## config.mk

```make
export PLATFORM = sky130hd
export DESIGN_NAME = ex_div_unit
export DESIGN_NICKNAME = d
export VERILOG_FILES = /design/src/rtl/ex_div_unit_pkg.sv /design/src/rtl/ex_div_unit.sv
export SDC_FILE = /design/constraint.sdc
export NUM_CORES = 1
export LEC_CHECK = 0
export CORE_UTILIZATION = 45
export CTS_CLUSTER_DIAMETER = 30
export CTS_CLUSTER_SIZE = 20
export DETAILED_ROUTE_END_ITERATION = 6
export PLACE_DENSITY_LB_ADDON = 0.15
export SYNTH_ARGS = -nofsm -noshare
export SYNTH_HDL_FRONTEND = slang
export SYNTH_SLANG_ARGS = --single-unit
```

## constraint.sdc

```tcl
create_clock -name clk_i -period 3.9 [get_ports clk_i]
set_input_delay 0.975 -clock clk_i [delete_from_list [all_inputs] [get_ports clk_i]]
set_output_delay 0.975 -clock clk_i [all_outputs]
set_load 0.01 [all_outputs]
```

## src/rtl/ex_div_unit_pkg.sv

```systemverilog
// Shared types and helpers for the EX-stage iterative divider.
package ex_div_unit_pkg;

  localparam int unsigned DIV_LATENCY = 34;

  typedef enum logic [1:0] {
    DIV  = 2'd0,
    DIVU = 2'd1,
    REM  = 2'd2,
    REMU = 2'd3
  } div_op_t;

  typedef enum logic [1:0] {
    IDLE = 2'd0,
    CALC = 2'd1,
    FIX  = 2'd2,
    DONE = 2'd3
  } div_state_t;

  function automatic logic [31:0] neg32(input logic [31:0] x);
    return ~x + 32'd1;
  endfunction

  // Magnitude of a two's complement value; 0x80000000 maps to itself, which is
  // the correct unsigned magnitude.
  function automatic logic [31:0] abs32(input logic [31:0] x);
    return x[31] ? neg32(x) : x;
  endfunction

endpackage

```

## src/rtl/ex_div_unit.sv

```systemverilog
// Radix-2 restoring divider for RV32M DIV/DIVU/REM/REMU, one quotient bit per cycle.
module ex_div_unit
  import ex_div_unit_pkg::*;
#(
  parameter int unsigned XLEN = 32
) (
  input  logic            clk_i,
  input  logic            rst_ni,
  input  logic            start_i,
  input  div_op_t         op_i,
  input  logic [XLEN-1:0] rs1_i,
  input  logic [XLEN-1:0] rs2_i,
  input  logic            flush_i,
  output logic            busy_o,
  output logic            valid_o,
  output logic [XLEN-1:0] result_o
);

  localparam int unsigned CW = $clog2(XLEN);

  div_state_t      state_q, state_d;
  div_op_t         op_q;
  logic [CW-1:0]   count_q;
  logic            sign1_q, sign2_q;
  logic [XLEN:0]   rem_q;
  logic [XLEN-1:0] quo_q;
  logic [XLEN-1:0] dvs_q;

  logic            accept;
  logic            in_signed, in_rem;
  logic            div_zero, overflow, fast;
  logic [XLEN-1:0] fast_res;
  logic [XLEN:0]   rem_sh, rem_sub;
  logic            ge;
  logic            op_signed_q, op_rem_q;
  logic [XLEN-1:0] q_fix, r_fix, fix_res;

  always_comb begin
    accept    = (state_q == IDLE) && start_i && !flush_i;
    in_signed = (op_i == DIV) || (op_i == REM);
    in_rem    = (op_i == REM) || (op_i == REMU);
    div_zero  = (rs2_i == '0);
    overflow  = in_signed && (rs1_i == {1'b1, {(XLEN-1){1'b0}}}) && (rs2_i == '1);
    fast      = div_zero || overflow;
    // Overflow dividend is 0x80000000, so DIV returns rs1 unchanged.
    if (div_zero) fast_res = in_rem ? rs1_i : '1;
    else          fast_res = in_rem ? '0 : rs1_i;
  end

  always_comb begin
    rem_sh  = {rem_q[XLEN-1:0], quo_q[XLEN-1]};
    ge      = (rem_sh >= {1'b0, dvs_q});
    rem_sub = rem_sh - {1'b0, dvs_q};
  end

  always_comb begin
    op_signed_q = (op_q == DIV) || (op_q == REM);
    op_rem_q    = (op_q == REM) || (op_q == REMU);
    q_fix = (op_signed_q && (sign1_q ^ sign2_q)) ? neg32(quo_q) : quo_q;
    r_fix = (op_signed_q && sign1_q) ? neg32(rem_q[XLEN-1:0]) : rem_q[XLEN-1:0];
    fix_res = op_rem_q ? r_fix : q_fix;
  end

  always_ff @(posedge clk_i or negedge rst_ni) begin
    if (!rst_ni) state_q <= IDLE;
    else         state_q <= state_d;
  end

  always_comb begin
    state_d = state_q;
    busy_o  = 1'b0;
    valid_o = 1'b0;
    unique case (state_q)
      IDLE: begin
        if (accept) begin
          busy_o  = 1'b1;
          state_d = fast ? DONE : CALC;
        end
      end
      CALC: begin
        busy_o = 1'b1;
        if (flush_i)                           state_d = IDLE;
        else if (count_q == CW'(XLEN - 1))     state_d = FIX;
      end
      FIX: begin
        busy_o  = 1'b1;
        state_d = flush_i ? IDLE : DONE;
      end
      DONE: begin
        valid_o = 1'b1;
        state_d = IDLE;
      end
      default: state_d = IDLE;
    endcase
  end

  always_ff @(posedge clk_i or negedge rst_ni) begin
    if (!rst_ni) begin
      op_q     <= DIV;
      count_q  <= '0;
      sign1_q  <= 1'b0;
      sign2_q  <= 1'b0;
      rem_q    <= '0;
      quo_q    <= '0;
      dvs_q    <= '0;
      result_o <= '0;
    end else begin
      unique case (state_q)
        IDLE: begin
          if (accept) begin
            op_q    <= op_i;
            sign1_q <= rs1_i[XLEN-1];
            sign2_q <= rs2_i[XLEN-1];
            quo_q   <= in_signed ? abs32(rs1_i) : rs1_i;
            dvs_q   <= in_signed ? abs32(rs2_i) : rs2_i;
            rem_q   <= '0;
            count_q <= '0;
            if (fast) result_o <= fast_res;
          end
        end
        CALC: begin
          rem_q   <= ge ? rem_sub : rem_sh;
          quo_q   <= {quo_q[XLEN-2:0], ge};
          count_q <= count_q + 1'b1;
        end
        FIX: begin
          if (!flush_i) result_o <= fix_res;
        end
        default: ;
      endcase
    end
  end

endmodule

```

==> flow_metrics.env, run 1 <==
export IMPL_outcome="complete, no violations"
export IMPL_drt_wl_total_mm=34.0
export IMPL_grt_pass1_wl_mm=54.3
export IMPL_max_freq_ghz=0.288
export IMPL_max_slew_margin_pct=31.8
export IMPL_area_delta_synth_final_pct=22.0
export IMPL_final_cell_mix="nand2_1 (191), o21ai_0 (161), dfrtp_1 (139), a21oi_1 (130), nor2_1 (120)"
export IMPL_ir_drop_mv=0.349
export IMPL_period_share_pct=88.9
export IMPL_drive_above_1_share_pct=8.60
export IMPL_syn_inst=1438
export IMPL_power_density_nw_per_um2=852
export IMPL_ys_warn_count=0
export IMPL_start_kind="flop"
export IMPL_whs_ns=0.477
export IMPL_synth_top_cell_area_share_pct=31.4
export IMPL_h_tree_depth=4
export IMPL_synth_edf_count=0
export IMPL_grt_usage_pct=27.2
export IMPL_synth_seq_area_share_pct=31.4
export IMPL_clk_pin_slew_ns=0.06
export IMPL_maxCapViolations=0
export IMPL_tightestPinTransition_ns=1.02
export IMPL_p_total_mw=11.5
export IMPL_yosysUniqueCellTypes=61
export IMPL_numClockSinks=139
export IMPL_io_pins=104
export IMPL_grt_pass1_vias=9961
export IMPL_antenna_found_initial=0
export IMPL_row_count=57
export IMPL_worst_slack_ns=0.431
export IMPL_synth_nets=1553
export IMPL_place_congestion=0.942
export IMPL_hold_viol=0
export IMPL_critical_path_class="flop to flop"
export IMPL_vias_per_cell=5.69
export IMPL_die_w_um=159
export IMPL_tns_ns=0
export IMPL_post_cts_buffers=0
export IMPL_num_antenna_cells=0
export IMPL_end_kind="flop"
export IMPL_cts_made_buffers=17
export IMPL_synth_seq_cells=139
export IMPL_die_h_um=159
export IMPL_syn_avg_cell_area_sq_um=7.69
export IMPL_fin_worst_skew_ns=0.0131
export IMPL_ctsRootBufferMaster="clkbuf_16"
export IMPL_cts_tree="yes"
export IMPL_post_place_ws_ns=0.0301
export IMPL_fillers=2255
export IMPL_port_buffers=103
export IMPL_hold_buffers=0
export IMPL_p_leak_nw=5.61
export IMPL_ys_flop_type="dfrtp_1"
export IMPL_holdCritPathClass="flop to flop"
export IMPL_grt_overflow=0
export IMPL_fin_crit_ns=3.47
export IMPL_critical_path_max_fanout=35
export IMPL_initial_core_util_pct=45.7
export IMPL_synth_area_sq_um=11100
export IMPL_rsz0062_at_grt="no"
export IMPL_synth_top_area_cell="dfrtp_1"
export IMPL_async_flop_share_pct=100
export IMPL_clock_latency_ns=0.43
export IMPL_final_common_cell="nand2_1"
export IMPL_clk_path_buf_depth=2
export IMPL_slew_viol_final=0
export IMPL_dpl_hpwl_mm=26.4
export IMPL_antenna_left=0
export IMPL_crit_required_ns=4.21
export IMPL_synthTopCellsByArea="dfrtp_1 (31%), o21ai_0 (7.3%), nand2_1 (6.5%), xnor2_1 (6.1%), a21oi_1 (5.9%)"
export IMPL_instances_no_fill=1894
export IMPL_critPathArrivalTime_ns=3.78
export IMPL_route_detailed_drc=0
export IMPL_place_inst=1863
export IMPL_vias=10800
export IMPL_drt_pass1_iter_count=6
export IMPL_grt_max_degree=77
export IMPL_die_area_sq_um=25200
export IMPL_drt_iter0_drc=706
export IMPL_core_area_sq_um=24200
export IMPL_final_setup_viol_count=0
export IMPL_post_cts_resized=0
export IMPL_wl_per_cell_um=18.0
export IMPL_nets=1673
[sequential cells by signal, summed over array words and instances, names as in the netlist]
name,count
count_q,5
dvs_q,32
op_q,2
quo_q,32
rem_q,32
result_o,32
sign1_q,1
sign2_q,1
state_q,2
[worst max-delay path: stages, from the launching register on]
cell	delay, ns
dfrtp_1	0.46
ha_1	0.42
nor2_1	0.06
a211oi_1	0.43
o21ai_0	0.28
a41oi_1	0.46
a31oi_1	0.26
o31a_1	0.34
buf_4	0.26
nand2_1	0.10
o21ai_0	0.08
a22o_1	0.20
[through the flow]
| step | cell area, sq um | utilization [%] |
|---|---|---|
| after detailed placement | 12900 | 53.4 |
| after CTS | 13500 | 55.8 |
| final | 13500 | 55.8 |
| after global placement | 12900 | 53.4 |
| after floorplan | 11100 | - |
| after global routing | 13500 | 55.8 |
[metal layers]
| metal | vias to the layer above | share of wire, % | track usage, % |
|---|---|---|---|
| li1 | 5354 | - | - |
| met1 | 4999 | 46 | 37.1 |
| met2 | 365 | 47 | 44.5 |
| met3 | 54 | 5.5 | 3.84 |
| met4 | 0 | 2.4 | 8.47 |
| met5 | - | 0 | 0 |
[final timing paths]
check                                                end             startpoint  cells after the start  slack, ns
min in group asynchronous       result_o[26]$_DFFE_PN0P_                 rst_ni                      1       0.53
worst min register to register     dvs_q[23]$_DFFE_PN0P_  dvs_q[23]$_DFFE_PN0P_                      2       0.48
worst max-delay path               rem_q[11]$_DFFE_PN0P_   rem_q[1]$_DFFE_PN0P_                     11       0.43
max in group asynchronous          dvs_q[18]$_DFFE_PN0P_                 rst_ni                      2       2.54
worst min-delay path               dvs_q[23]$_DFFE_PN0P_  dvs_q[23]$_DFFE_PN0P_                      2       0.48
worst max register to register     rem_q[11]$_DFFE_PN0P_   rem_q[1]$_DFFE_PN0P_                     11       0.43
[cell type report]
type                       instances  area [sq um]  area share (%)
tap                              324           405            3.00
timing repair buffer             189          1740            12.9
multi-input combinational       1150          7050            52.2
sequential                       139          3480            25.8
clock buffer                      21           450            3.34
inverter                          61           229            1.70
clock inverter                    10           141            1.05
[logic make-up after synthesis]
| group | Yosys count | share of synthesized area, % |
|---|---|---|
| AO/OA/AOI/OAI | 475 | 25.6 |
| AND/OR/NAND/NOR | 467 | 19.5 |
| buffers and inverters | 149 | 5.17 |
| XOR/XNOR | 144 | 11.4 |
| flip-flops | 139 | 31.4 |
| adder cells (fa/ha/maj) | 60 | 6.52 |
| multiplexers | 4 | 0.362 |
[power by group]
part,switching [mW],internal (mW)
Combinational,4.22,2.90
Sequential,0.636,2.07
Clock,0.657,1.02
[cells in the mapped netlist (16+ instances only)]
cell      count
nand2b_1     16
a21oi_1     131
xnor2_1      77
xor2_1       67
dfrtp_1     139
nor3_1       29
o21ai_1      26
a32oi_1      16
nor2_1      120
clkbuf_1     75
o31ai_1      34
inv_1        61
a211oi_1     20
ha_1         44
or3_1        22
o21ai_0     162
nand2_1     191
(Power assumes the default switching activity.)
==> run 2, diff against run 1 <==
clock period = 3.1 ns   (was 3.9 ns; I/O delays follow)
==> flow_metrics.env, run 2 (synthesized netlist as in run 1, its figures left out) <==
export IMPL_outcome="complete, but fails checks"
export IMPL_violations="setup timing"
export IMPL_h_tree_depth=4
export IMPL_grt_overflow=0
export IMPL_area_delta_synth_final_pct=34.3
export IMPL_ctsRootBufferMaster="clkbuf_16"
export IMPL_grt_pass1_vias=11000
export IMPL_drt_iter0_drc=834
export IMPL_crit_required_ns=3.42
export IMPL_max_freq_ghz=0.319
export IMPL_route_detailed_drc=0
export IMPL_comb_power_share_pct=65.1
export IMPL_start_kind="flop"
export IMPL_worstReg2RegStart="rem_q[17]$_DFFE_PN0P_"
export IMPL_nets=1809
export IMPL_drive_above_1_share_pct=18.5
export IMPL_holdCritPathClass="input pin to async pin"
export IMPL_num_antenna_cells=0
export IMPL_vias_per_cell=5.70
export IMPL_p_clk_share_pct=13.6
export IMPL_die_w_um=159
export IMPL_grt_pass1_wl_mm=59.0
export IMPL_slew_viol_final=0
export IMPL_ir_drop_mv=0.714
export IMPL_die_h_um=159
export IMPL_hold_buffers=0
export IMPL_p_leak_nw=6.43
export IMPL_worst_slack_ns=-0.0369
export IMPL_grt_max_degree=69
export IMPL_fin_crit_ns=3.14
export IMPL_dpl_hpwl_mm=27.9
export IMPL_final_setup_viol_count=4
export IMPL_power_net_switching_mw=7.33
export IMPL_fillers=2135
export IMPL_wl_per_cell_um=18.1
export IMPL_fin_util_pct=61.5
export IMPL_period_share_pct=101
export IMPL_grt_usage_pct=29.4
export IMPL_port_buffers=103
export IMPL_clock_latency_ns=0.44
export IMPL_p_total_mw=15.7
export IMPL_place_congestion=0.943
export IMPL_vias=11600
export IMPL_p_seq_share_pct=21.3
export IMPL_whs_ns=0.293
export IMPL_hold_viol=0
export IMPL_critPathArrivalTime_ns=3.46
export IMPL_clk_path_buf_depth=2
export IMPL_maxCapViolations=0
export IMPL_numClockSinks=139
export IMPL_switching_share_pct=46.8
export IMPL_internal_power_mw=8.32
export IMPL_final_cell_mix="buf_4 (204), nand2_1 (190), o21ai_0 (147), dfrtp_1 (137), a21oi_1 (129)"
export IMPL_multi_input_area_sq_um=7290
export IMPL_power_density_nw_per_um2=1050
export IMPL_cp_startpoint="rem_q[17]$_DFFE_PN0P_"
export IMPL_antenna_left=0
export IMPL_tns_ns=-0.0643
export IMPL_regArea_sq_um=3480
export IMPL_tightestPinTransition_ns=0.925
export IMPL_drt_pass1_iter_count=7
export IMPL_end_kind="flop"
export IMPL_row_count=57
export IMPL_cts_tree="yes"
export IMPL_die_area_sq_um=25200
export IMPL_cts_made_buffers=17
export IMPL_final_common_cell="buf_4"
export IMPL_antenna_found_initial=0
export IMPL_drt_wl_total_mm=36.7
export IMPL_io_pins=104
export IMPL_rsz0062_at_grt="yes"
export IMPL_core_area_sq_um=24200
export IMPL_fin_worst_skew_ns=0.0112
export IMPL_clk_pin_slew_ns=0.07
export IMPL_max_slew_margin_pct=38.0
export IMPL_critical_path_class="flop to flop"
export IMPL_initial_core_util_pct=45.7
export IMPL_critical_path_max_fanout=4
-- run 2: cell types whose count changed in the layout (fill, tap and decap cells not counted), sizes merged --
cell / delta
buf: +134
clkdlybuf4s50: -7
clkinvlp: +1
dlymetal6s2s: +4
dlygate4sd2: +3
clkbuf: -2
clkinv: +4
a21oi: +1
inv: -1
-- run 2: cell type report --
| type | count | share of cell area, % |
|---|---|---|
| timing repair buffer | 324 | 19.2 |
| clock inverter | 14 | 1.15 |
| clock buffer | 18 | 2.89 |
| inverter | 61 | 1.54 |
| tap | 324 | 2.73 |
| sequential | 139 | 23.4 |
| multi-input combinational | 1151 | 49.0 |
-- run 2: timing repair --
item / in CTS / in global routing
gates resized for setup: 36 / 39
cloned: 3 / 2
setup buffers: 5 / 6
pin swaps: 5 / 16
setup endpoints to repair: 51 / 69
-- run 2: power groups by stage --
stage	Clock [mW]	Combinational, mW	Sequential [mW]
detailed placement	0	9.75	3.33
global placement	0	9.61	3.31
global route	2.23	11.2	3.42
finish	2.13	10.2	3.33
CTS	2.16	9.94	3.31
floorplan	0	6.34	3.26
-- run 2: metrics by stage --
stage	std cells	area, sq um	setup slack [ns]
floorplan	1438	11100	0.00420
global placement	1984	13900	-0.432
detailed placement	1984	13900	-0.513
CTS	2024	14700	-0.0273
global route	2031	14900	-0.119
finish	2031	14900	-0.0369
-- run 2: metal layers --
layer | up-vias | global-route usage [%] | share of wire [%]
met5 | - | 0 | 0
met1 | 5493 | 39.0 | 44
met2 | 385 | 48.5 | 47
met4 | 0 | 11.5 | 3.2
met3 | 61 | 3.79 | 5.7
li1 | 5631 | - | -
-- run 2: critical path: stages (launching register included) --
cell	delay (ns)
dfrtp_1	0.42
or3_4	0.40
or4_4	0.44
or4_4	0.54
or4_4	0.50
o21ai_2	0.15
xor2_1	0.18
nor2_1	0.08
nor3_2	0.22
o21ai_1	0.08
-- run 2: worst paths after layout --
check	to	slack, ns	depth (start not counted)
worst min-delay path	result_o[24]$_DFFE_PN0P_	0.29	1
worst max register to register	result_o[30]$_DFFE_PN0P_	-0.04	9
min in group clk_i	dvs_q[3]$_DFFE_PN0P_	0.48	2
max in group asynchronous	rem_q[16]$_DFFE_PN0P_	2.04	2
worst min register to register	dvs_q[3]$_DFFE_PN0P_	0.48	2
worst max-delay path	result_o[30]$_DFFE_PN0P_	-0.04	9
